`src/rtl/stack_pkg.sv`:
```
// Shared command encoding and modulo-DEPTH pointer helpers for the synchronous stack.
package stack_pkg;

  typedef enum logic [1:0] {
    CMD_NOP  = 2'b00,
    CMD_PUSH = 2'b01,
    CMD_POP  = 2'b10,
    CMD_GET  = 2'b11
  } cmd_t;

  // Explicit wrap keeps these exact for DEPTH values that are not a power of two.
  function automatic int unsigned mod_inc(input int unsigned pos, input int unsigned depth);
    return (pos >= depth - 1) ? 0 : pos + 1;
  endfunction

  function automatic int unsigned mod_dec(input int unsigned pos, input int unsigned depth);
    return (pos == 0) ? depth - 1 : pos - 1;
  endfunction

  // (pos - 1 - off) mod depth, borrowing a full depth when the subtraction would go negative.
  function automatic int unsigned mod_back(input int unsigned pos, input int unsigned off,
                                           input int unsigned depth);
    return (pos > off) ? pos - 1 - off : pos + depth - 1 - off;
  endfunction

endpackage

```
`src/rtl/stack_mem.sv`:
```
// DEPTH x WIDTH register file: one synchronous write port, one combinational read port, synchronous clear.
module stack_mem #(
  parameter int unsigned WIDTH = 4,
  parameter int unsigned DEPTH = 5,
  localparam int unsigned IW = $clog2(DEPTH)
) (
  input  logic             clk,
  input  logic             clear,
  input  logic             we,
  input  logic [IW-1:0]    waddr,
  input  logic [WIDTH-1:0] wdata,
  input  logic [IW-1:0]    raddr,
  output logic [WIDTH-1:0] rdata
);

  logic [WIDTH-1:0] mem [DEPTH];

  always_ff @(posedge clk) begin
    if (clear) begin
      for (int unsigned i = 0; i < DEPTH; i++) mem[i] <= '0;
    end else if (we) begin
      mem[waddr] <= wdata;
    end
  end

  // Addresses beyond DEPTH-1 only occur on non-power-of-two depths and are never consumed.
  always_comb begin
    rdata = '0;
    if (32'(raddr) < DEPTH) rdata = mem[raddr];
  end

endmodule

```
`src/rtl/stack_sync_param.sv`:
```
// Parameterised synchronous stack with push/pop/indexed get, optional overwrite-on-full and error pulse.
module stack_sync_param
  import stack_pkg::*;
#(
  parameter int unsigned WIDTH = 4,
  parameter int unsigned DEPTH = 5,
  parameter int unsigned WRAP  = 1,
  localparam int unsigned IW = $clog2(DEPTH)
) (
  input  logic             CLK,
  input  logic             RESET,
  input  logic [1:0]       COMMAND,
  input  logic [IW-1:0]    INDEX,
  input  logic [WIDTH-1:0] DATA_IN,
  output logic [WIDTH-1:0] DATA_OUT,
  output logic             OUT_VALID,
  output logic             FULL,
  output logic             EMPTY,
  output logic [IW:0]      COUNT,
  output logic             ERROR
);

  localparam logic [IW:0] CNT_FULL = (IW + 1)'(DEPTH);

  cmd_t             cmd;
  logic [IW-1:0]    top_q, top_d;
  logic [IW:0]      count_q, count_d;
  logic [WIDTH-1:0] data_q, data_d;
  logic             valid_q, valid_d;
  logic             err_q, err_d;
  logic             we;
  logic [IW-1:0]    raddr;
  logic [WIDTH-1:0] rdata;
  logic             full, empty;

  assign cmd   = cmd_t'(COMMAND);
  assign full  = (count_q == CNT_FULL);
  assign empty = (count_q == '0);

  stack_mem #(
    .WIDTH(WIDTH),
    .DEPTH(DEPTH)
  ) u_mem (
    .clk  (CLK),
    .clear(RESET),
    .we   (we),
    .waddr(top_q),
    .wdata(DATA_IN),
    .raddr(raddr),
    .rdata(rdata)
  );

  always_comb begin
    top_d   = top_q;
    count_d = count_q;
    data_d  = data_q;
    valid_d = 1'b0;
    err_d   = 1'b0;
    we      = 1'b0;
    raddr   = IW'(mod_dec(32'(top_q), DEPTH));

    case (cmd)
      CMD_PUSH: begin
        if (!full || WRAP != 0) begin
          we    = 1'b1;
          top_d = IW'(mod_inc(32'(top_q), DEPTH));
          if (!full) count_d = count_q + 1'b1;
        end else begin
          err_d = 1'b1;
        end
      end
      CMD_POP: begin
        if (empty) begin
          err_d = 1'b1;
        end else begin
          top_d   = raddr;
          count_d = count_q - 1'b1;
          data_d  = rdata;
          valid_d = 1'b1;
        end
      end
      CMD_GET: begin
        if ({1'b0, INDEX} < count_q) begin
          raddr   = IW'(mod_back(32'(top_q), 32'(INDEX), DEPTH));
          data_d  = rdata;
          valid_d = 1'b1;
        end else begin
          err_d = 1'b1;
        end
      end
      default: ;
    endcase
  end

  always_ff @(posedge CLK) begin
    if (RESET) begin
      top_q   <= '0;
      count_q <= '0;
      data_q  <= '0;
      valid_q <= 1'b0;
      err_q   <= 1'b0;
    end else begin
      top_q   <= top_d;
      count_q <= count_d;
      data_q  <= data_d;
      valid_q <= valid_d;
      err_q   <= err_d;
    end
  end

  assign DATA_OUT  = data_q;
  assign OUT_VALID = valid_q;
  assign ERROR     = err_q;
  assign COUNT     = count_q;
  assign FULL      = full;
  assign EMPTY     = empty;

endmodule

```
`config.mk`:
```
export PLATFORM = sky130hd
export DESIGN_NAME = stack_sync_param
export DESIGN_NICKNAME = d
export VERILOG_FILES = /design/src/rtl/stack_pkg.sv /design/src/rtl/stack_mem.sv /design/src/rtl/stack_sync_param.sv
export SDC_FILE = /design/constraint.sdc
export NUM_CORES = 1
export LEC_CHECK = 0
export ABC_AREA = 1
export BUFFER_PORTS_ARGS = -buffer_cell sky130_fd_sc_hd__buf_2
export CAP_MARGIN = 20
export CORE_ASPECT_RATIO = 1.4
export CORE_UTILIZATION = 30
export CTS_CLUSTER_SIZE = 20
export DETAILED_ROUTE_END_ITERATION = 8
export PLACE_DENSITY_LB_ADDON = 0.2
export RECOVER_POWER = 50
export SLEW_MARGIN = 20
export SYNTH_ARGS = -nofsm -noshare
export SYNTH_HDL_FRONTEND = slang
export SYNTH_HIERARCHICAL = 1
export SYNTH_SLANG_ARGS = --single-unit
export TNS_END_PERCENT = 20
```
`constraint.sdc`:
```
create_clock -name CLK -period 5.3 [get_ports CLK]
set_clock_uncertainty 0.2 [all_clocks]
set_input_delay 1.06 -clock CLK [delete_from_list [all_inputs] [get_ports CLK]]
set_output_delay 1.06 -clock CLK [all_outputs]
set_load 0.005 [all_outputs]
```
==> results.cfg, run 1 <==
[outcome]
run_status = completed

[layout]
regArea_um2 = 861
diodes = 0
multi_input_area_um2 = 1020
final_layout_size_suffix_gt1_frac = 0.113
area_growth_pct = 12.5
nFillCells = 711
design_area_um2 = 2370
final_nets = 327

[cts]
clk_latency_ns = 0.28
cts_tree = built
cts_resized = 0
clock_path_buffers = 2
postCtsSetupBuffers = 0
cts_root_buffer = clkbuf_8
cts_made_buffers = 5
hold_buffers = 0
cts_num_sinks = 33
htreeDepth = 2
clkTransAtPathRegs_ns = 0.07

[global_routing]
grt_antenna_before_repair = 0
grt_pass1_vias = 1808
grt_first_pass_wirelength_um = 8360
overflow = 0
grt_max_degree = 12
track_usage = 0.152

[timing]
finalCritPeriodShare = 0.654
setup_tns_ns = 0
setup_viol = 0
timing.fmax_ghz = 0.288
maxSlewViolCount = 0
min_period_ns = 3.47
rsz0062_at_grt = no
hold_viol = 0
relSlewSlack = 0.518
worst_pin_slew_ns = 0.718
hold_ws_ns = 0.315

[place]
port_buffers = 22
postPlaceCellArea_um2 = 2300
hpwlAfterDp_um = 3870
place_congestion = 0.778

[worst_hold_path]
hold_path.startpoint = COUNT[3]
holdCritPathClass = register to register

[route]
drtIter0Drc = 90
firstDrtPassIters = 5
wl_um = 4860
vias = 1758
met2_length_um = 2690
dr_wl_met3_um = 157
routed.top_layer = met4
detail_route.wl_per_cell_um = 12.4
vias_per_cell = 4.47
drc = 0
ant_nets = 0
wl_met1_um = 1890

[logic_synthesis]
synthesis.nets = 302
yosysMostFrequentCell = nand2_1
yosysSeqAreaShare = 0.409
netlist_area_um2 = 2100
synth_top_cell_area_share = 0.285
synth_top_flop_cell = edfxtp_1
avgSynthCellArea_um2 = 7.65
synthCells = 275
async_flop_share = 0
ys_ff_latch = 33
yosys-top-cells-count = nand2_1 (73), inv_1 (41), nor2_1 (35)
synth_edf_count = 20
synthTopCellsByArea = edfxtp_1 (29%), nand2_1 (13%), dfxtp_1 (12%)
ys_warn_count = 6
yosysTopAreaCell = edfxtp_1
yosysUniqueCellTypes = 31

[die]
pin_count = 23
initial_core_util = 0.314
die_w_um = 72.8
core_um2 = 6700
dieArea_um2 = 7360
die_h_um = 101
row_count = 35

[critical_path]
critPathTopFamily = simple AND/OR/NAND/NOR gates
crit_type = primary input to register
critPathLaunchType = primary input
critPathLaunch = INDEX[2]
path_max_fanout = 11
max_stage_delay_ns = 0.60
r2r_start = COUNT[1]
arrival_ns = 3.45
critPathBufInv = 4
critPathRequiredTime_ns = 5.28
cp_slowest_cell = o21ai_1
end_kind = register
worstPathCellList = clkbuf_1 -> ha_1 -> inv_1 -> nor2_1 -> nand2_1 -> nand3_1 -> inv_1 -> o21ai_1 -> inv_2 -> nand2_1 -> nand3_1 -> nand3_1 -> nand2_1 -> a21oi_1 -> nor2_1

[power_and_ir_drop]
power_uw = 735
power_density_nw_per_um2 = 311
ir_worst_vdd_uv = 104
leakagePower_nw = 1.14

[run]
drv_cap = 0
## through the flow
stage / utilization / std cells / setup slack (ns)
after floorplan: - / 275 / 2.19
after global placement: 0.343 / 385 / 1.35
after detailed placement: 0.343 / 385 / 1.27
after CTS: 0.359 / 393 / 1.58
after global routing: 0.353 / 393 / 1.47
final: 0.353 / 393 / 1.83
## final cells by class
class / count / area share
timing repair buffer: 22 / 0.0423
clock inverter: 1 / 0.00159
multi-input combinational: 192 / 0.430
tap: 92 / 0.0486
clock buffer: 7 / 0.0412
inverter: 46 / 0.0729
sequential: 33 / 0.364
## cells by family after synthesis
group	after synthesis	share of synthesized area
XOR/XNOR	3	0.0125
flip-flops	33	0.409
buffers and inverters	50	0.0957
AO/OA/AOI/OAI	26	0.0666
adder cells (fa/ha/maj)	16	0.106
AND/OR/NAND/NOR	147	0.310
## flip-flops by register name, indices dropped and copies added, names as in the netlist
signal     count
u_mem/mem     20
OUT_VALID      1
DATA_OUT       4
top_q          3
COUNT          4
ERROR          1
## power breakdown
| part | switching, mW | internal, mW | leakage, nW |
|---|---|---|---|
| clock | 0.0928 | 0.120 | 0.0510 |
| sequential | 0.0151 | 0.291 | 0.314 |
| combinational | 0.139 | 0.0777 | 0.775 |
## metal layers
| metal | vias to the layer above | GRT usage |
|---|---|---|
| li1 | 915 | - |
| met1 | 807 | 0.159 |
| met2 | 27 | 0.285 |
| met3 | 9 | 0.0270 |
| met4 | 0 | 0.0769 |
| met5 | - | 0 |
## final timing paths
path,end,slack [ns],cells past startpoint
setup / recovery,DATA_OUT[2],1.83,15
hold / removal,COUNT[3],0.32,2
setup reg to reg,DATA_OUT[2],2.26,15
hold reg to reg,COUNT[3],0.32,2
## cell usage in the layout, fill, tap and decap left out, types with 2 or more instances in the layout
| cell | instances |
|---|---|
| nor2_1 | 36 |
| or2_2 | 2 |
| nand3_1 | 21 |
| a21oi_1 | 13 |
| inv_2 | 4 |
| nand2_1 | 78 |
| xnor2_1 | 2 |
| dfxtp_1 | 13 |
| nand2_2 | 2 |
| inv_1 | 42 |
| o21ai_1 | 4 |
| fa_1 | 3 |
| o21ai_0 | 6 |
| ha_1 | 13 |
| edfxtp_1 | 20 |
| buf_2 | 14 |
| clkbuf_8 | 5 |
| clkbuf_1 | 9 |
## tightest hold or removal path: cells and delay by family, from the launching register on
kind	cells	cell delay (ns)
AND/OR/NAND/NOR	1	0.07
AO/OA/AOI/OAI	1	0.05
flip-flops	1	0.34
Power figures use the tool's default switching activity.
==> inputs of run 2 (changes only) <==
--- a/config.mk
+++ b/config.mk
@@ -5,7 +5,7 @@
 export SDC_FILE = /design/constraint.sdc
 export NUM_CORES = 1
 export LEC_CHECK = 0
-export ABC_AREA = 1
+export ABC_AREA = 0
 export BUFFER_PORTS_ARGS = -buffer_cell sky130_fd_sc_hd__buf_2
 export CAP_MARGIN = 20
 export CORE_ASPECT_RATIO = 1.4
==> constraint.sdc (replaced) <==
create_clock -name CLK -period 3.1 [get_ports CLK]
set_clock_uncertainty 0.2 [all_clocks]
set_input_delay 0.62 -clock CLK [delete_from_list [all_inputs] [get_ports CLK]]
set_output_delay 0.62 -clock CLK [all_outputs]
set_load 0.005 [all_outputs]
==> results.cfg, run 2 <==
[outcome]
run_status = completed

[logic_synthesis]
synth_top_family_by_area = simple AND/OR/NAND/NOR gates
synthTopCellsByArea = edfxtp_1 (29%), dfxtp_1 (13%), ha_1 (7.9%)
yosysUniqueCellTypes = 48
synth-compound-area-share = 0.0987
ys_ff_latch = 33
netlist_area_um2 = 2070
yosys-top-cells-count = and2_1 (20), edfxtp_1 (20), nand2b_1 (15)
synth_mux_area_frac = 0.0703
yosysSeqAreaShare = 0.417
synthCells = 197
ys_warn_count = 6
synth_edf_count = 20
avgSynthCellArea_um2 = 10.5
synth_top_cell_area_share = 0.291
synthXorXnorAreaFrac = 0.0212
async_flop_share = 0
synth_top_flop_cell = edfxtp_1
synthesis.nets = 224
yosysTopAreaCell = edfxtp_1
synth_adder_area_share = 0.108
synthSimpleGateAreaFrac = 0.245

[die]
core_um2 = 6610
initial_core_util = 0.312
die_w_um = 72.1
pin_count = 23
row_count = 35
die_h_um = 100
dieArea_um2 = 7230

[layout]
final_common_cell = edfxtp_1
final_layout_size_suffix_gt1_frac = 0.237
fin_cells = 337
design_area_um2 = 2470
max_flop_register = u_mem/mem
final_nets = 271
final_cell_mix = edfxtp_1 (20), buf_4 (19), nor2_1 (16), buf_2 (16), nand2b_1 (15)
fin_util = 0.374
largest_reg_flops = 20
diodes = 0
area_growth_pct = 19.6

[route]
drtIter0Drc = 34
detail_route.wl_per_cell_um = 14.1
firstDrtPassIters = 4
drc = 0
wl_um = 4740
vias = 1496
ant_nets = 0
vias_per_cell = 4.44

[cts]
clkTransAtPathRegs_ns = 0.07
clock_path_buffers = 2
htreeDepth = 2
cts_num_sinks = 33
clk_latency_ns = 0.28
cts_made_buffers = 5
hold_buffers = 0
cts_tree = built
cts_root_buffer = clkbuf_8

[critical_path]
critPathTopFamily = compound AO/OA/AOI/OAI gates
critPathLaunchType = primary input
max_stage_delay_ns = 0.39
worstPathCellList = clkbuf_1 -> inv_1 -> ha_1 -> inv_1 -> fa_1 -> a32oi_2 -> nor2b_1 -> a211oi_1 -> a21oi_2 -> mux2_1 -> a221o_1 -> nand2b_1 -> mux2i_1
cp_slowest_cell = fa_1
crit_top_cell = inv_1
crit_type = primary input to register
critPathRequiredTime_ns = 3.06
end_kind = register
critPathBufInv = 3
arrival_ns = 2.88
path_max_fanout = 6

[timing]
timing.fmax_ghz = 0.342
setup_viol = 0
hold_ws_ns = 0.279
rsz0062_at_grt = no
hold_viol = 0
relSlewSlack = 0.258
min_period_ns = 2.92
maxSlewViolCount = 0
worst_pin_slew_ns = 1.10
finalCritPeriodShare = 0.942

[worst_hold_path]
holdCritPathClass = register to register

[power_and_ir_drop]
power_mw = 1.29
ir_worst_vdd_uv = 279
p_comb_frac = 0.347
power_frac_seq = 0.405
netSwitchingPower_uw = 423
power_frac_clock = 0.248
switching_share = 0.328
leakagePower_nw = 1.03
p_int_uw = 865
power_density_nw_per_um2 = 521

[global_routing]
grt_max_degree = 25
grt_pass1_vias = 1524
overflow = 0
track_usage = 0.144
grt_antenna_before_repair = 0
grt_first_pass_wirelength_um = 7730

[place]
postPlaceCellArea_um2 = 2440
dpl.cell_count = 329
place_congestion = 0.780
port_buffers = 22
hpwlAfterDp_um = 3780

[run]
drv_cap = 0
[run 2: cell types whose count changed after synthesis, moves of 15 or more]
| cell | previous run | this run |
|---|---|---|
| and2_1 | 0 | 20 |
| inv_1 | 41 | 14 |
| nand2_1 | 73 | 6 |
| nand2b_1 | 0 | 15 |
| nand3_1 | 20 | 2 |
| nor2_1 | 35 | 14 |
[run 2: path summary, 6_finish.rpt]
kind	start	end	slack, ns	depth (start not counted)
max reg2reg	top_q[2]	DATA_OUT[2]	0.20	10
min	DATA_OUT[1]	DATA_OUT[1]	0.28	2
max	INDEX[1]	DATA_OUT[2]	0.18	13
min reg2reg	DATA_OUT[1]	DATA_OUT[1]	0.28	2
[run 2: metal layers]
layer	wire, µm	vias to the layer above	GRT usage
met3	81	4	0.0241
met1	2000	694	0.161
met4	55	0	0.0452
met5	0	-	0
li1	-	785	-
met2	2610	13	0.272
[run 2: what timing repair did]
action | 4_1_cts | 5_1_grt
resized for setup | 0 | 1
setup buffers | 0 | 0
endpoints found under the setup margin | 0 | 4
[run 2: cell type report]
cell class	instances	area, µm²
multi-input combinational	145	1100
inverter	15	56.3
fill	694	4140
timing repair buffer	44	256
clock inverter	3	17.5
tap	92	115
sequential	33	861
clock buffer	5	68.8
[run 2: kinds of logic after synthesis]
group / Yosys count
flops: 33
mux: 14
simple gates: 81
buf+inv: 19
fa+ha+maj: 16
compound gates: 29
xor+xnor: 5
[run 2: worst min-delay path, stage by stage, from the launching register on]
cell and delay, ns:
dfxtp_1 0.31, nand2b_1 0.06, mux2i_1 0.06
[run 2: power by group through the flow]
| stage | Clock (mW) | Combinational (mW) | Sequential [mW] |
|---|---|---|---|
| floorplan | 0 | 0.293 | 0.542 |
| global placement | 0 | 0.471 | 0.534 |
| detailed placement | 0 | 0.472 | 0.534 |
| CTS | 0.337 | 0.474 | 0.524 |
| global route | 0.352 | 0.505 | 0.526 |
| finish | 0.320 | 0.447 | 0.522 |
[run 2: metrics by stage]
| step | setup TNS, ns | setup WS (ns) |
|---|---|---|
| after floorplan | 0 | 0.0502 |
| after CTS | 0 | 0.0758 |
| final | 0 | 0.180 |
| after global placement | -0.742 | -0.218 |
| after global routing | 0 | 0.00816 |
| after detailed placement | -0.842 | -0.252 |
